### src/rtl/pipeline_chain.sv
// pipeline_chain: parametrised in-order pipeline backbone with stall, bubble, flush and perf counters.
//   clk, rst (async active-low)      : clock and reset
//   in_valid/in_data/in_ready        : stage 0 entry handshake
//   stall_req/flush_req [STAGES]     : per-stage hold and kill requests
//   cnt_clear                        : synchronous clear of both counters
//   stage_valid/stage_data           : registered per-stage state, stage i at [i*DATA_W +: DATA_W]
//   out_valid/out_data               : retirement from the oldest stage
//   retire_count/bubble_count        : saturating performance counters
module pipeline_chain #(
  parameter int DATA_W = 32,
  parameter int STAGES = 5,
  parameter int CNT_W  = 32
) (
  input  logic                     clk,
  input  logic                     rst,
  input  logic                     in_valid,
  input  logic [DATA_W-1:0]        in_data,
  output logic                     in_ready,
  input  logic [STAGES-1:0]        stall_req,
  input  logic [STAGES-1:0]        flush_req,
  input  logic                     cnt_clear,
  output logic [STAGES-1:0]        stage_valid,
  output logic [STAGES*DATA_W-1:0] stage_data,
  output logic                     out_valid,
  output logic [DATA_W-1:0]        out_data,
  output logic [CNT_W-1:0]         retire_count,
  output logic [CNT_W-1:0]         bubble_count
);
  localparam int L = STAGES - 1;
  logic [STAGES-1:0] w_hold, w_valid_nxt, r_valid;
  logic [DATA_W-1:0] r_data [STAGES];
  logic [CNT_W-1:0]  r_retire, r_bubble;
  logic              w_last_bubble;
  // A stall at stage j freezes j and everything younger, so hold[i] looks at all older requests.
  always_comb begin
    w_hold = '0;
    for (int i = 0; i < STAGES; i++) w_hold[i] = |(stall_req >> i);
  end
  // Flush dominates hold; the stage just below a stall boundary receives a bubble.
  always_comb begin
    w_valid_nxt = '0;
    w_valid_nxt[0] = w_hold[0] ? r_valid[0] & ~flush_req[0] : in_valid;
    for (int i = 1; i < STAGES; i++)
      w_valid_nxt[i] = w_hold[i]   ? r_valid[i] & ~flush_req[i]
                     : w_hold[i-1] ? 1'b0
                     : r_valid[i-1] & ~flush_req[i-1];
  end
  always_ff @(posedge clk or negedge rst)
    if (!rst) begin
      r_valid <= '0;
      for (int i = 0; i < STAGES; i++) r_data[i] <= '0;
    end else begin
      r_valid <= w_valid_nxt;
      if (!w_hold[0]) r_data[0] <= in_data;
      for (int i = 1; i < STAGES; i++) if (!w_hold[i]) r_data[i] <= r_data[i-1];
    end
  assign in_ready      = ~w_hold[0];
  assign out_valid     = r_valid[L] & ~flush_req[L] & ~w_hold[L];
  assign out_data      = r_data[L];
  assign w_last_bubble = ~w_hold[L] & ~(r_valid[L] & ~flush_req[L]);
  always_ff @(posedge clk or negedge rst)
    if (!rst) begin
      r_retire <= '0;
      r_bubble <= '0;
    end else begin
      r_retire <= cnt_clear ? '0 : (out_valid & ~&r_retire) ? r_retire + CNT_W'(1) : r_retire;
      r_bubble <= cnt_clear ? '0 : (w_last_bubble & ~&r_bubble) ? r_bubble + CNT_W'(1) : r_bubble;
    end
  assign retire_count = r_retire;
  assign bubble_count = r_bubble;
  assign stage_valid  = r_valid;
  for (genvar g = 0; g < STAGES; g++) begin : g_pack
    assign stage_data[g*DATA_W +: DATA_W] = r_data[g];
  end
endmodule

### config.mk
export PLATFORM = sky130hd
export DESIGN_NAME = pipeline_chain
export DESIGN_NICKNAME = d
export VERILOG_FILES = /design/src/rtl/pipeline_chain.sv
export SDC_FILE = /design/constraint.sdc
export NUM_CORES = 1
export LEC_CHECK = 0
export CAP_MARGIN = 20
export CELL_PAD_IN_SITES_DETAIL_PLACEMENT = 0
export CELL_PAD_IN_SITES_GLOBAL_PLACEMENT = 1
export CORE_ASPECT_RATIO = 1.1
export CORE_MARGIN = 5
export CORE_UTILIZATION = 33
export CTS_CLUSTER_DIAMETER = 200
export CTS_CLUSTER_SIZE = 10
export DETAILED_ROUTE_END_ITERATION = 16
export PLACE_DENSITY = 0.75
export SYNTH_ARGS = -nofsm -noshare
export SYNTH_HDL_FRONTEND = slang
export SYNTH_SLANG_ARGS = --single-unit
### constraint.sdc
create_clock -name clk -period 2.4 [get_ports clk]
set_clock_uncertainty 0.2 [all_clocks]
set_input_delay 0.48 -clock clk [delete_from_list [all_inputs] [get_ports clk]]
set_output_delay 0.48 -clock clk [all_outputs]
set_load 0.02 [all_outputs]
# == Word-level counts from Yosys, hierarchy flattened ==
# Index checks and enable logic that the tools add are counted.
# Widths: inputs -> output; s select.
# classes
n_reduce_logical,10
n_mux,13
n_bitwise,17
add_sub_neg,2
# op_table
operator,count
$mux 32,4
$add 32x1->32 const B,2
$reduce_and 32->1,2
$and 1x1->1,9
$mux 1,9
$not 1->1,8
$reduce_or 5->1,1
$reduce_bool 2->1,2
$reduce_or 4->1,1
$reduce_or 3->1,1
$logic_not 1->1,2
$reduce_or 2->1,1
# totals
wordCells,50
out_inout_bits,263
input_bits,46
regBits,229

# == Logic depth before layout (Yosys ltp) ==
# depth
ltp_word,7
mapped_depth,8
ltp_nobuf,6

# == Worst setup path before layout ==
# OpenSTA, ideal clock, no wires.
# synth_path
path_type,register to register
start,reg r_bubble[0] (netlist: bubble_count[0])
end,reg r_bubble[22] (netlist: bubble_count[22])
path_stages_with_launch,8
t_arrival_ns,2.396
slack_ns,-0.274
path_buffers,1
path_cell_list,dfrtp_1 -> ha_1 -> nand3_1 -> or4_2 -> a31o_2 -> clkbuf_1 -> or3_1 -> a21oi_1
# synth_between
elab_chain_len,4
elab_cells_between_ends,7
classes_between,add/sub: 1; mux: 2; bitwise: 1; reduce/logical: 3
# synth_rtl
item,line_no,source
start: declaration,32,"logic [CNT_W-1:0] r_retire, r_bubble;"
start signal: assignment,67,r_bubble <= cnt_clear ? '0 : (w_last_bubble & ~&r_bubble) ? r_bubble + CNT_W'(1) : r_bubble;
branches (longest 4 deep; another with $add 32x1->32),n/a,
# Several ways; the timed one is not identified. The select of a mux whose other input is x is not followed.
# A chain may end at the register's enable or synchronous reset.

# == Final worst setup path ==
# layout_path
start,reg r_bubble[5] (netlist: bubble_count[5])
end,reg r_bubble[29] (netlist: bubble_count[29])
# The elaborated chain is that of the path after synthesis.

==> reports/metrics.cfg <==
[outcome]
status = finished with violations
violations = negative setup slack

[setup_path]
cp_slowest_cell = or4b_4
endpoint_kind = flip-flop
crit_path_max_incr_delay_ns = 0.58
worstSetupPathType = reg2reg
path_max_fanout = 5
cp_data_required_time_ns = 2.65
crit_arrival_ns = 2.72
critPathTopFamily = simple AND/OR/NAND/NOR gates
setup.worst_path.start_class = flip-flop
worstPathCellList = nand4_2 -> or4_4 -> or4b_4 -> buf_6 -> or3_4 -> a21oi_2
crit_buf_inv = 1

[timing]
rsz0062_at_grt = yes
setup_viol = 3
layout_setup_ws_ns = -0.0712
relSlewSlack = 0.625
fin_hold_ws_ns = 0.170
finalHoldViolations = 0
period_share = 1.03
final_max_slew_viol_count = 0
period_minus_slack_ns = 2.47
fmax_ghz = 0.405
worstMarginPinSlew_ns = 0.561

[finish]
layout_commonest_cell = clkdlybuf4s50_1
nets = 1185
area_growth_pct = 47.7
drive_gt1_frac = 0.280
num_antenna_cells = 0
fin_area_sq_um = 14600
final.fill_count = 2645
final_cells = 1513
final_cell_mix = 300 x clkdlybuf4s50_1, 223 x dfrtp_1, 168 x mux2_2, 76 x buf_4, 43 x a21oi_1

[clocking]
ctsHtreeMaxLevel = 1
clock_latency_ns = 0.52
cts_root_buf = clkbuf_16
clk_path_buf_depth = 3
path_clk_slew_ns = 0.06
clock-sinks = 229
numCtsBuffers = 26
cts_tree = yes

[detailed_routing]
wl_met1_mm = 11.9
via_per_inst = 4.99
maxUsedRoutingLayer = met4
dr.pass1.iters = 5
wl_mm = 28.9
wl_per_cell_um = 19.1
wl_met2_mm = 14.3
ant_nets = 0
wl_met3_mm = 2.14
drt_iter0_drc = 407
drc_errors = 0
num_vias = 7550

[grt]
grtUsageTotal = 0.170
grt_antenna_before_repair = 0
grt_pass1_vias = 7885
grt_pass1_wl_mm = 45.8
grt-ovfl-total = 0
grt_max_degree = 61

[floorplan]
core_area_sq_um = 29600
rows = 66
fp.dieH_um = 191
initial_core_util = 0.333
fp.dieW_um = 175
die_area_sq_um = 33400
ios = 309

[worst_hold_path]
hold_class = in2reg

[logic_synthesis]
synth-main-ff-cell = dfrtp_1
yosys_register_bits = 229
netlist_area_sq_um = 9860
synth_seq_area_share = 0.581
async_reset_ff_frac = 1.00
yosys_warnings = 0
ys_types = 47
synth_edf_count = 0
syn_inst = 784
syn-num-nets = 832
postSynthAreaPerCell_sq_um = 12.6

[power]
p_leak_nw = 6.11
ir_worst_vdd_mv = 0.735
power_density_nw_per_um2 = 1020

[placement]
postPlaceCellArea_sq_um = 13800
place_inst = 1481
port_buffers = 308
gp_congestion = 0.804
dpl.hpwl_mm = 21.1

[job]
cap_violations = 0

## layer usage
layer | vias to the layer above | GRT usage
met5 | - | 0
met4 | 0 | 0.0375
met3 | 44 | 0.0481
met2 | 233 | 0.293
met1 | 3743 | 0.215
li1 | 3530 | -
## metrics by stage
step           setup slack, ns  setup TNS (ns)   util  power [mW]
2_1_floorplan           -0.204           -1.02      -        8.52
3_3_place_gp            -0.742          -52.07  0.467        11.5
3_5_place_dp            -0.756          -55.79  0.467        11.5
4_1_cts                -0.0565         -0.0945  0.491        15.1
5_1_grt                 -0.131          -0.347  0.492        15.6
6_report               -0.0712          -0.167  0.492        14.8
## final cells by class
type,count,area (sq um),share of cell area
multi-input cells,481,3840,0.264
well taps,374,468,0.0322
repair buffers,391,3790,0.260
flip-flops and latches,229,5740,0.394
clock buffers,30,687,0.0472
inverters,8,30.0,0.00206
## kinds of logic (layout without fill, tap and decap cells)
group / Yosys count / in the layout / share of synthesized area
buffers and inverters: 75 / 429 / 0.0413
XOR/XNOR: 9 / 9 / 0.00800
multiplexers: 168 / 168 / 0.192
AND/OR/NAND/NOR: 192 / 192 / 0.110
adder cells (fa/ha/maj): 2 / 2 / 0.00254
flip-flops: 229 / 229 / 0.581
AO/OA/AOI/OAI: 109 / 110 / 0.0650
## registers in the layout (all words and copies together), names as in the netlist
name and flops:
stage_valid 5, retire_count 32, bubble_count 32, stage_data 128
out_data 32
## cell usage after synthesis, drive strengths merged (5+ instances only)
library cell  number  area, sq um
or4               11         87.6
nand3             28          140
a21oi             45          225
nor3               7         35.0
nand2             22         82.6
clkbuf            32          121
dfrtp            229         5730
nand2b             5         31.3
o21ai             33          165
or3               35          220
and3              13         81.3
inv                8         30.0
nor2b              7         43.8
buf               35          255
o31ai             11         82.6
mux2             168         1890
xnor2              6         52.6
nor2              29          109
nand4             20          131
## what timing repair did
item	CTS	global route
resized for setup	18	11
hold buffers	1	0
setup buffers	0	0
pin swaps	2	7
endpoints found under the hold margin	43	0
endpoints found under the setup margin	17	19
gates cloned	1	0
## power breakdown
part,total (mW),leakage [nW],internal (mW),switching (mW)
clock network,3.44,0.336,1.98,1.47
registers,5.76,2.99,4.89,0.862
logic,5.64,2.78,2.95,2.69
total,14.8,6.11,9.82,5.02
## final timing paths
path / start / end / slack [ns] / depth (start not counted)
max: bubble_count[5] / bubble_count[29] / -0.07 / 6
min in group asynchronous: rst / out_data[12] / 0.28 / 2
max in group asynchronous: rst / stage_data[38] / 1.03 / 3
max reg2reg: bubble_count[5] / bubble_count[29] / -0.07 / 6
min: cnt_clear / bubble_count[22] / 0.17 / 2
min reg2reg: stage_data[98] / out_data[2] / 0.33 / 1
No activity file was read; power rests on OpenSTA's default activity.
